`config.mk`:
```
export PLATFORM = sky130hd
export DESIGN_NAME = serial_subtractor_fsm
export DESIGN_NICKNAME = d
export VERILOG_FILES = /design/src/rtl/serial_arith_pkg.sv /design/src/rtl/full_subtractor_df.sv /design/src/rtl/serial_subtractor_fsm.sv
export SDC_FILE = /design/constraint.sdc
export NUM_CORES = 1
export LEC_CHECK = 0
export CORE_MARGIN = 2
export CORE_UTILIZATION = 41
export CTS_BUF_LIST = sky130_fd_sc_hd__clkbuf_8
export DETAILED_ROUTE_END_ITERATION = 8
export HOLD_SLACK_MARGIN = 0.1
export PLACE_DENSITY = 0.68
export SLEW_MARGIN = 40
export SYNTH_ARGS = -nofsm -noshare
export SYNTH_HDL_FRONTEND = slang
export SYNTH_SLANG_ARGS = --single-unit
export TNS_END_PERCENT = 50
```
`constraint.sdc`:
```
create_clock -name clk -period 1.8 [get_ports clk]
set_input_delay 0.36 -clock clk [delete_from_list [all_inputs] [get_ports clk]]
set_output_delay 0.36 -clock clk [all_outputs]
set_load 0.02 [all_outputs]
```
`src/rtl/serial_arith_pkg.sv`:
```
// Shared definitions for the bit-serial arithmetic blocks: FSM encoding and
// counter sizing, reusable by a later serial adder.
package serial_arith_pkg;

  localparam logic [1:0] ST_IDLE = 2'd0;
  localparam logic [1:0] ST_RUN  = 2'd1;
  localparam logic [1:0] ST_DONE = 2'd2;

  // Bits needed to count 0..width-1, never less than one.
  function automatic int cnt_w(input int width);
    int w;
    w = $clog2(width);
    return (w < 1) ? 1 : w;
  endfunction

endpackage

```
`src/rtl/full_subtractor_df.sv`:
```
// Combinational 1-bit full subtractor: d = x - y - bin, with borrow-out.
module full_subtractor_df (
  input  logic x,
  input  logic y,
  input  logic bin,
  output logic d,
  output logic bout
);

  assign d    = x ^ y ^ bin;
  assign bout = (~x & y) | (~(x ^ y) & bin);

endmodule

```
`src/rtl/serial_subtractor_fsm.sv`:
```
// Bit-serial unsigned subtractor: a - b - bin, one bit per clock, LSB first,
// through a single full-subtractor cell and a registered borrow.
module serial_subtractor_fsm
  import serial_arith_pkg::*;
#(
  parameter int WIDTH = 4
) (
  input  logic             clk,
  input  logic             rst_n,
  input  logic             start,
  input  logic [WIDTH-1:0] a,
  input  logic [WIDTH-1:0] b,
  input  logic             bin,
  output logic             busy,
  output logic             done,
  output logic [WIDTH-1:0] diff,
  output logic             bout,
  output logic [1:0]       dbg_state
);

  // Handshake: start is accepted only on an edge where the block is idle
  // (busy=0, done=0); operands are captured at that edge. busy marks the
  // WIDTH bit-steps, done pulses one cycle when diff/bout become valid, and
  // the two are never high together. start in RUN/DONE is ignored.

  localparam int CW = cnt_w(WIDTH);
  localparam logic [CW-1:0] LAST = CW'(WIDTH - 1);

  logic [1:0]       state;
  logic [WIDTH-1:0] a_sr;
  logic [WIDTH-1:0] b_sr;
  logic [WIDTH-1:0] diff_sr;
  logic             brw;
  logic [CW-1:0]    cnt;
  logic             cell_d;
  logic             cell_bout;

  full_subtractor_df u_cell (
    .x    (a_sr[0]),
    .y    (b_sr[0]),
    .bin  (brw),
    .d    (cell_d),
    .bout (cell_bout)
  );

  always_ff @(posedge clk) begin
    if (!rst_n) begin
      state   <= ST_IDLE;
      a_sr    <= '0;
      b_sr    <= '0;
      diff_sr <= '0;
      brw     <= 1'b0;
      cnt     <= '0;
      diff    <= '0;
      bout    <= 1'b0;
    end else begin
      case (state)
        ST_IDLE: begin
          if (start) begin
            a_sr    <= a;
            b_sr    <= b;
            brw     <= bin;
            cnt     <= '0;
            diff_sr <= '0;
            state   <= ST_RUN;
          end
        end
        ST_RUN: begin
          a_sr    <= a_sr >> 1;
          b_sr    <= b_sr >> 1;
          brw     <= cell_bout;
          diff_sr <= {cell_d, diff_sr[WIDTH-1:1]};
          cnt     <= cnt + CW'(1);
          // Outputs are loaded from the final bit-step so they are valid
          // in the same cycle that done is raised.
          if (cnt == LAST) begin
            diff  <= {cell_d, diff_sr[WIDTH-1:1]};
            bout  <= cell_bout;
            state <= ST_DONE;
          end
        end
        ST_DONE: state <= ST_IDLE;
        default: state <= ST_IDLE;
      endcase
    end
  end

  assign busy      = (state == ST_RUN);
  assign done      = (state == ST_DONE);
  assign dbg_state = state;

endmodule

```
==> results of run 1 <==
[cell families after synthesis]
family / Yosys count
flip-flops: 21
buffers and inverters: 11
AND/OR/NAND/NOR: 30
adder cells (fa/ha/maj): 2
AO/OA/AOI/OAI: 27
multiplexers: 6
[cell type report]
| class | count | area [sq um] |
|---|---|---|
| Inverter | 5 | 18.8 |
| Fill cell | 174 | 816 |
| Sequential cell | 21 | 420 |
| Clock inverter | 1 | 5.00 |
| Clock buffer | 3 | 41.3 |
| Timing Repair Buffer | 25 | 239 |
| Multi-Input combinational cell | 65 | 408 |
| Tap cell | 27 | 33.8 |
[Yosys cell counts (all sizes together), types with 2 or more instances]
cell type,n
o21ai,14
clkbuf,3
inv,5
buf,3
nand2,11
mux2i,6
o211ai,5
dfxtp,21
nor4b,2
nand3,6
nor2,4
o22ai,5
[how the worst min path moves through the flow]
stage                              end  slack [ps]  cells past startpoint
5_1_grt            cnt[1]$_SDFFE_PN0P_         500                      2
3_5_place_dp   diff_sr[1]$_SDFFE_PN0P_         460                      2
6_report       diff_sr[1]$_SDFFE_PN0P_         470                      2
2_1_floorplan      cnt[0]$_SDFFE_PN0P_         430                      1
3_3_place_gp       cnt[0]$_SDFFE_PN0P_         450                      1
4_1_cts        diff_sr[1]$_SDFFE_PN0P_         470                      2
[sequential cells by signal, summed over array words and instances (netlist names)]
name and flops:
a_sr 4, b_sr 4, bout 1, brw 1, cnt 2, dbg_state 2
diff 4, diff_sr 3
[power groups by stage]
stage,Sequential [mW],Combinational [mW],Clock (mW)
after floorplan,0.510,0.0731,0
after global placement,0.509,0.123,0
after detailed placement,0.510,0.125,0
after CTS,0.499,0.124,0.311
after global routing,0.501,0.135,0.335
final,0.499,0.123,0.301
[per-layer routing]
| metal | track usage [%] | up-vias | share of wire [%] |
|---|---|---|---|
| li1 | - | 392 | - |
| met4 | 4.17 | 0 | 0.67 |
| met3 | 5.65 | 2 | 4.8 |
| met2 | 25.2 | 15 | 49 |
| met1 | 15.7 | 338 | 45 |
| met5 | 0 | - | 0 |
[repair_timing]
item	CTS	global route
buffers inserted	0	0
gates resized for setup	1	1
setup endpoints to repair	1	1
hold buffers	0	0
==> results.toml, run 1 <==
[outcome]
status = "completed"

[pwr]
fin_total_pwr_mw = 0.923
power.switching_mw = 0.220
seqPwrFrac_pct = 54.1
vdd_ir_drop_max_mv = 0.762
combinationalPowerShare_pct = 13.3
switching_share_pct = 23.8
internal_power_mw = 0.703
p_per_area_nw_per_um2 = 791
p_clk_share_pct = 32.6
leakagePower_nw = 0.455

[placement]
numPlacedInstances = 143
place_congestion = 0.727
placed_area_sq_um = 1120
post-place-ws_ps = 105
dp_hpwl_microns = 1220
portBuffers = 20

[routing]
wirelength_microns = 1650
avgViaCountPerCell = 5.08
drtPass1Iterations = 4
vias = 747
detail_route.drc_violations = 0
drt-wirelength-per-cell_microns = 11.2
drt_iter0_markers = 7
ant_nets = 0

[worst_setup_path]
startpoint = "dbg_state[0]$_SDFFE_PN0P_"
endpoint = "dbg_state[0]"
worstSetupPathDepth = 1
cp-start-kind = "register"
r2r_slack_ps = 420
slowest_stage = "clkdlybuf4s50_1"
path_cells = "clkdlybuf4s50_1"
worst_ep_arrival_time_ps = 1280
critical-path-top-delay-family = "buffers and inverters"
cp.required_ps = 1440
r2r-end = "b_sr[2]$_SDFFE_PN0P_"
r2r_start = "dbg_state[0]$_SDFFE_PN0P_"
critPathMaxStageDelay_ps = 630
worstRegToRegCells = 4
crit_buf_inv = 1
path_class = "reg2out"
crit_fanout = 5
worst_setup_path_end_kind = "output pin"

[synthesis]
yosys-top-cells-area = "dfxtp_1 (48%), mux2i_1 (6.9%), o21ai_0 (5.1%)"
synth_xor_area_share_pct = 0
synth_top_family_by_area = "compound AO/OA/AOI/OAI gates"
avgSynthCellArea_sq_um = 9.03
synth-simple-area-share_pct = 17.6
synth.ff_latch_count = 21
synth_compound_area_share_pct = 18.4
post_synth_fa_ha_maj_area_fraction_pct = 3.71
synth_cells = 97
synth_area_sq_um = 876
ys_warn_count = 0
yosysUniqueCellTypes = 28
synth_mux_area_share_pct = 6.86
synth_edf_count = 0
yosys.area.top_type_share_pct = 48.0
yosys_most_used_dff = "dfxtp_1"
ys_async_sr_fraction_pct = 0
ys_seq_area_share_pct = 48.0
yosysTopAreaCell = "dfxtp_1"
synth_fp_nets = 111

[sta]
slew_viol_final = 0
final_hold_viol_count = 0
rsz0062_at_grt = "no"
fin_crit_sh_pct = 90.9
worst-slew-pin-transition_ps = 320
slew_headroom_pct = 78.6
fmax_ghz = 0.611
whs_ps = 467
finalSetupTns_ps = 0
finalSetupViolCount = 0
min_period_ps = 1640
setup_slack_ps = 163
skew_ps = 1.92

[clock_tree]
cts-root-buf = "clkbuf_8"
ctsHtreeMaxLevel = 1
cts_buffer_depth = 2
cts_buffers = 3
insertion_delay_ps = 260
clock-sinks = 21
tritoncts = "yes"
clk_pin_slew_ps = 70

[floorplan]
die_x_microns = 50.2
die_y_microns = 50.2
coreArea_sq_um = 1980
initial_core_util_pct = 44.2
dieArea_sq_um = 2520
num_rows = 16
ios = 21

[finish]
final_cell_area_sq_um = 1170
post_layout_nonfiller_instances = 147
antennaDiodeCount = 0
nets = 135
final_cell_mix = "dfxtp_1 (21), clkdlybuf4s50_1 (18), nand2_1 (11), o21ai_0 (9)"
drive_gt1_share_pct = 10.0
area_growth_pct = 33.1
layout_commonest_cell = "dfxtp_1"
post-route-util_pct = 58.8

[min_path]
worstHoldStart = "diff_sr[1]$_SDFFE_PN0P_"
hold_class = "reg2reg"

[global_routing]
grt_pass1_wl_microns = 2700
antenna_found_initial = 0
grt-ovfl-total = 0
track_usage_pct = 14.3
grt_max_degree = 15
grt_pass1_vias = 662

[flow_run]
drv_cap = 0
(Power assumes the default switching activity.)
==> run 2: changes to the inputs <==
--- a/config.mk
+++ b/config.mk
@@ -5,9 +5,10 @@
 export SDC_FILE = /design/constraint.sdc
 export NUM_CORES = 1
 export LEC_CHECK = 0
-export CORE_MARGIN = 2
+export CORE_MARGIN = 3
 export CORE_UTILIZATION = 41
 export CTS_BUF_LIST = sky130_fd_sc_hd__clkbuf_8
+export CTS_CLUSTER_DIAMETER = 50
 export DETAILED_ROUTE_END_ITERATION = 8
 export HOLD_SLACK_MARGIN = 0.1
 export PLACE_DENSITY = 0.68
==> run 2 against run 1 <==
Compared with the run above: hold slack got worse by 8.2 ps; cell area is 0.32% lower; register-to-register slack hardly changed.
==> results.toml, run 2 (synthesized netlist as in run 1, its figures left out) <==
[sta]
setup_slack_ps = 156
slew_headroom_pct = 79.1
fin_crit_sh_pct = 91.3
finalSetupViolCount = 0
fmax_ghz = 0.608
min_period_ps = 1640
final_hold_viol_count = 0
finalSetupTns_ps = 0
skew_ps = 5.47
whs_ps = 459
slew_viol_final = 0
rsz0062_at_grt = "no"
worst-slew-pin-transition_ps = 313

[clock_tree]
clock-sinks = 21
ctsHtreeMaxLevel = 1
cts_buffers = 3
cts_buffer_depth = 2
tritoncts = "yes"
cts-root-buf = "clkbuf_8"
insertion_delay_ps = 260
clk_pin_slew_ps = 80

[worst_setup_path]
crit_buf_inv = 1
worst_ep_arrival_time_ps = 1280
cp.required_ps = 1440
cp-start-kind = "register"
path_cells = "clkdlybuf4s50_1"
r2r-end = "b_sr[2]$_SDFFE_PN0P_"
r2r_slack_ps = 420
endpoint = "dbg_state[0]"
worstSetupPathDepth = 1
critical-path-top-delay-family = "buffers and inverters"
critPathMaxStageDelay_ps = 620
crit_fanout = 6
r2r_start = "dbg_state[0]$_SDFFE_PN0P_"
path_class = "reg2out"
slowest_stage = "clkdlybuf4s50_1"
startpoint = "dbg_state[0]$_SDFFE_PN0P_"
worst_setup_path_end_kind = "output pin"
worstRegToRegCells = 4

[finish]
layout_commonest_cell = "dfxtp_1"
final_cell_mix = "dfxtp_1 (20), clkdlybuf4s50_1 (17), nand2_1 (11), o21ai_0 (9)"
drive_gt1_share_pct = 10.8
post_layout_nonfiller_instances = 147
largestRegisters = "a_sr x4, b_sr x4, diff x4"
antennaDiodeCount = 0
fillers = 190
nets = 135
area_growth_pct = 32.7

[routing]
detail_route.drc_violations = 0
vias = 751
drt-wirelength-per-cell_microns = 11.5
ant_nets = 0
drt_iter0_markers = 8
drtPass1Iterations = 4
avgViaCountPerCell = 5.11
wirelength_microns = 1700

[floorplan]
initial_core_util_pct = 43.8
coreArea_sq_um = 2000
die_x_microns = 52.2
ios = 21
num_rows = 16
dieArea_sq_um = 2730
die_y_microns = 52.2

[outcome]
status = "completed"

[placement]
portBuffers = 20
dp_hpwl_microns = 1280
numPlacedInstances = 143
place_congestion = 0.697
post-place-ws_ps = 103

[global_routing]
track_usage_pct = 15.0
grt-ovfl-total = 0
grt_max_degree = 14
grt_pass1_wl_microns = 3130
grt_pass1_vias = 739
antenna_found_initial = 0

[pwr]
fin_total_pwr_mw = 0.926
leakagePower_nw = 0.446
vdd_ir_drop_max_mv = 0.399
p_per_area_nw_per_um2 = 797

[min_path]
whs_path_depth = 1
hold_class = "reg2reg"

[flow_run]
drv_cap = 0
-- run 2: cell count changes in the layout (fill, tap and decap cells not counted), sizes merged --
cell and delta:
dlygate4sd2 +2, dlymetal6s2s -1, clkdlybuf4s50 -1
-- run 2: area by class of cell --
cell class	count	area, sq um	area share (%)
timing repair buffer	25	234	20.1
multi-input combinational	65	408	35.1
inverter	5	18.8	1.61
clock buffer	3	41.3	3.55
sequential	21	422	36.3
clock inverter	1	5.00	0.431
tap	27	33.8	2.91
-- run 2: what timing repair did --
item / in CTS / in global routing
hold endpoints to repair: 0 / 0
setup endpoints to repair: 3 / 0
buffers inserted: 0 / 0
gates resized for setup: 4 / 0
hold buffers: 0 / 0
-- run 2: how the worst min path moves through the flow --
stage / end / startpoint
floorplan: cnt[0]$_SDFFE_PN0P_ / cnt[0]$_SDFFE_PN0P_
global placement: cnt[0]$_SDFFE_PN0P_ / cnt[0]$_SDFFE_PN0P_
detailed placement: cnt[0]$_SDFFE_PN0P_ / cnt[0]$_SDFFE_PN0P_
CTS: cnt[0]$_SDFFE_PN0P_ / cnt[0]$_SDFFE_PN0P_
global route: cnt[0]$_SDFFE_PN0P_ / cnt[0]$_SDFFE_PN0P_
finish: cnt[0]$_SDFFE_PN0P_ / cnt[0]$_SDFFE_PN0P_
-- run 2: metal layers --
metal,track usage (%),vias up,share of wire [%]
li1,-,389,-
met1,19.7,341,47
met2,24.1,16,47
met3,2.85,5,4.1
met4,6.38,0,1.5
met5,0,-,0
-- run 2: worst register-to-register path, stage by stage (launching register included) --
cell	delay, ps
dfxtp_2	400
buf_4	220
nor2_2	90
or3b_1	440
o21ai_1	160
-- run 2: stage by stage --
step | area, sq um | utilization (%)
2_1_floorplan | 876 | -
3_3_place_gp | 1120 | 55.9
3_5_place_dp | 1120 | 55.9
4_1_cts | 1160 | 58.1
5_1_grt | 1160 | 58.1
6_report | 1160 | 58.1
-- run 2: report_power, final --
group	total (mW)	leakage, nW	internal (mW)	switching, mW
clock network	0.305	0.0255	0.154	0.151
registers	0.500	0.172	0.487	0.0133
logic	0.122	0.249	0.0623	0.0595
total	0.926	0.446	0.703	0.224
==> run 3: changes to the inputs <==
--- a/config.mk
+++ b/config.mk
@@ -5,13 +5,15 @@
 export SDC_FILE = /design/constraint.sdc
 export NUM_CORES = 1
 export LEC_CHECK = 0
-export CORE_MARGIN = 3
-export CORE_UTILIZATION = 41
+export CELL_PAD_IN_SITES_DETAIL_PLACEMENT = 0
+export CELL_PAD_IN_SITES_GLOBAL_PLACEMENT = 1
+export CORE_MARGIN = 10
+export CORE_UTILIZATION = 40
 export CTS_BUF_LIST = sky130_fd_sc_hd__clkbuf_8
 export CTS_CLUSTER_DIAMETER = 50
 export DETAILED_ROUTE_END_ITERATION = 8
 export HOLD_SLACK_MARGIN = 0.1
-export PLACE_DENSITY = 0.68
+export PLACE_DENSITY_LB_ADDON = 0.1
 export SLEW_MARGIN = 40
 export SYNTH_ARGS = -nofsm -noshare
 export SYNTH_HDL_FRONTEND = slang
==> run 3 against run 2 <==
Compared with the run above: sequential share of layout area decreased by 0.087 points; maximum frequency fell by 0.49%; hold slack improved by 10 ps; via count grew 0.67%; combinational power is essentially flat; utilization is 0.27 points lower; critical endpoint unchanged; largest cell class unchanged; largest power group unchanged; highest routed layer unchanged.
==> results.toml, run 3 (synthesized netlist as in run 1, its figures left out) <==
[global_routing]
grt_pass1_vias = 716
grt.busiest_layer = "met2"
track_usage_pct = 8.87
grt_util_met2_pct = 14.0
use_met1_pct = 10.1
grt-ovfl-total = 0
grt_max_degree = 20
antenna_found_initial = 0
grtUsageMet3_pct = 3.34
grt_pass1_wl_microns = 3130

[finish]
layout_commonest_cell = "dfxtp_1"
nets = 135
final_cell_area_sq_um = 1170
area_growth_pct = 33.4
drive_gt1_share_pct = 11.7
largestRegisters = "a_sr x4, b_sr x4, diff x4"
final_cell_mix = "dfxtp_1 (19), clkdlybuf4s50_1 (18), nand2_1 (11), o21ai_0 (9)"
antennaDiodeCount = 0

[floorplan]
num_rows = 16
die_x_microns = 66.8
initial_core_util_pct = 43.3
die_y_microns = 66.8
coreArea_sq_um = 2020
dieArea_sq_um = 4460
ios = 21

[routing]
vias = 756
drt-wirelength-per-cell_microns = 12.5
drt_iter0_markers = 13
wirelength_microns = 1840
detail_route.drc_violations = 0
avgViaCountPerCell = 5.14
ant_nets = 0
drtPass1Iterations = 2

[worst_setup_path]
path_cells = "clkdlybuf4s50_1"
r2r_start = "dbg_state[0]$_SDFFE_PN0P_"
critical-path-top-delay-family = "buffers and inverters"
worst_setup_path_end_kind = "output pin"
cp.required_ps = 1440
slowest_stage = "clkdlybuf4s50_1"
crit_fanout = 6
cp-start-kind = "register"
r2r_slack_ps = 430
crit_buf_inv = 1
r2r-end = "b_sr[1]$_SDFFE_PN0P_"
worst_ep_arrival_time_ps = 1290
critPathMaxStageDelay_ps = 630
worstRegToRegCells = 4
path_class = "reg2out"

[clock_tree]
holdBufCountCts = 0
clk_pin_slew_ps = 80
cts-root-buf = "clkbuf_8"
tritoncts = "yes"
ctsHtreeMaxLevel = 1
clock-sinks = 21
cts_buffer_depth = 2
cts_buffers = 3
insertion_delay_ps = 260

[pwr]
switching_share_pct = 24.1
vdd_ir_drop_max_mv = 0.382
p_per_area_nw_per_um2 = 793
combinationalPowerShare_pct = 13.3
power.switching_mw = 0.223
p_clk_share_pct = 32.7
leakagePower_nw = 0.456
internal_power_mw = 0.703
seqPwrFrac_pct = 54.1
fin_total_pwr_mw = 0.927

[sta]
whs_ps = 469
fmax_ghz = 0.605
min_period_ps = 1650
rsz0062_at_grt = "no"
skew_ps = 5.68
slew_headroom_pct = 77.0
final_hold_viol_count = 0
fin_crit_sh_pct = 91.8
finalSetupViolCount = 0
finalSetupTns_ps = 0
slew_viol_final = 0
worst-slew-pin-transition_ps = 344

[placement]
placed_area_sq_um = 1120
place_congestion = 0.787
portBuffers = 20
dp_hpwl_microns = 1440

[min_path]
whs_path_depth = 1
worstHoldStart = "cnt[0]$_SDFFE_PN0P_"
whs_endpoint = "cnt[0]$_SDFFE_PN0P_"
hold_class = "reg2reg"

[flow_run]
drv_cap = 0

[outcome]
status = "completed"
==> run 3: changes by cell type in the layout (fill, tap and decap cells not counted), sizes merged <==
cell and delta:
dlymetal6s2s +1, clkdlybuf4s50 +1, dlygate4sd2 -2
==> run 3: area by class of cell <==
class | count | area, sq um
inverter | 5 | 18.8
multi-input combinational | 65 | 408
timing repair buffer | 25 | 239
clock buffer | 3 | 41.3
clock inverter | 1 | 5.00
fill | 194 | 853
tap | 27 | 33.8
sequential | 21 | 423
==> run 3: stage by stage <==
| step | worst slack, ps | std cells | utilization (%) |
|---|---|---|---|
| 6_report | 148 | 147 | 57.8 |
| 3_5_place_dp | 107 | 143 | 55.3 |
| 2_1_floorplan | 291 | 97 | - |
| 5_1_grt | 105 | 147 | 57.8 |
| 3_3_place_gp | 127 | 143 | 55.3 |
| 4_1_cts | 8.90 | 147 | 57.7 |
==> run 3: power groups by stage <==
stage	logic (mW)	clock network (mW)	registers, mW
2_1_floorplan	0.0731	0	0.510
3_3_place_gp	0.125	0	0.511
6_report	0.123	0.303	0.501
3_5_place_dp	0.126	0	0.512
5_1_grt	0.139	0.327	0.504
4_1_cts	0.125	0.312	0.501
==> run 3: metal layers <==
metal	share of wire (%)	vias up	wire, microns
li1	-	390	-
met1	45	354	818
met2	48	10	874
met3	7.1	2	130
met4	0.71	0	13
met5	0	-	0
==> run 3: worst max path at each step <==
stage                         startpoint                    to  slack (ps)  cells after the start
2_1_floorplan  dbg_state[1]$_SDFFE_PN0P_                  done         290                      2
3_3_place_gp                       start  a_sr[0]$_SDFFE_PN0P_         130                      4
3_5_place_dp                       start  b_sr[1]$_SDFFE_PN0P_         110                      4
4_1_cts        dbg_state[1]$_SDFFE_PN0P_                  done           9                      2
5_1_grt        dbg_state[1]$_SDFFE_PN0P_          dbg_state[1]         100                      1
6_report       dbg_state[0]$_SDFFE_PN0P_          dbg_state[0]         150                      1
==> run 3: what timing repair did <==
item | 4_1_cts | 5_1_grt
setup buffers | 0 | 0
pin swaps | 0 | 0
endpoints found under the hold margin | 0 | 0
gates resized for setup | 3 | 1
setup endpoints to repair | 2 | 1
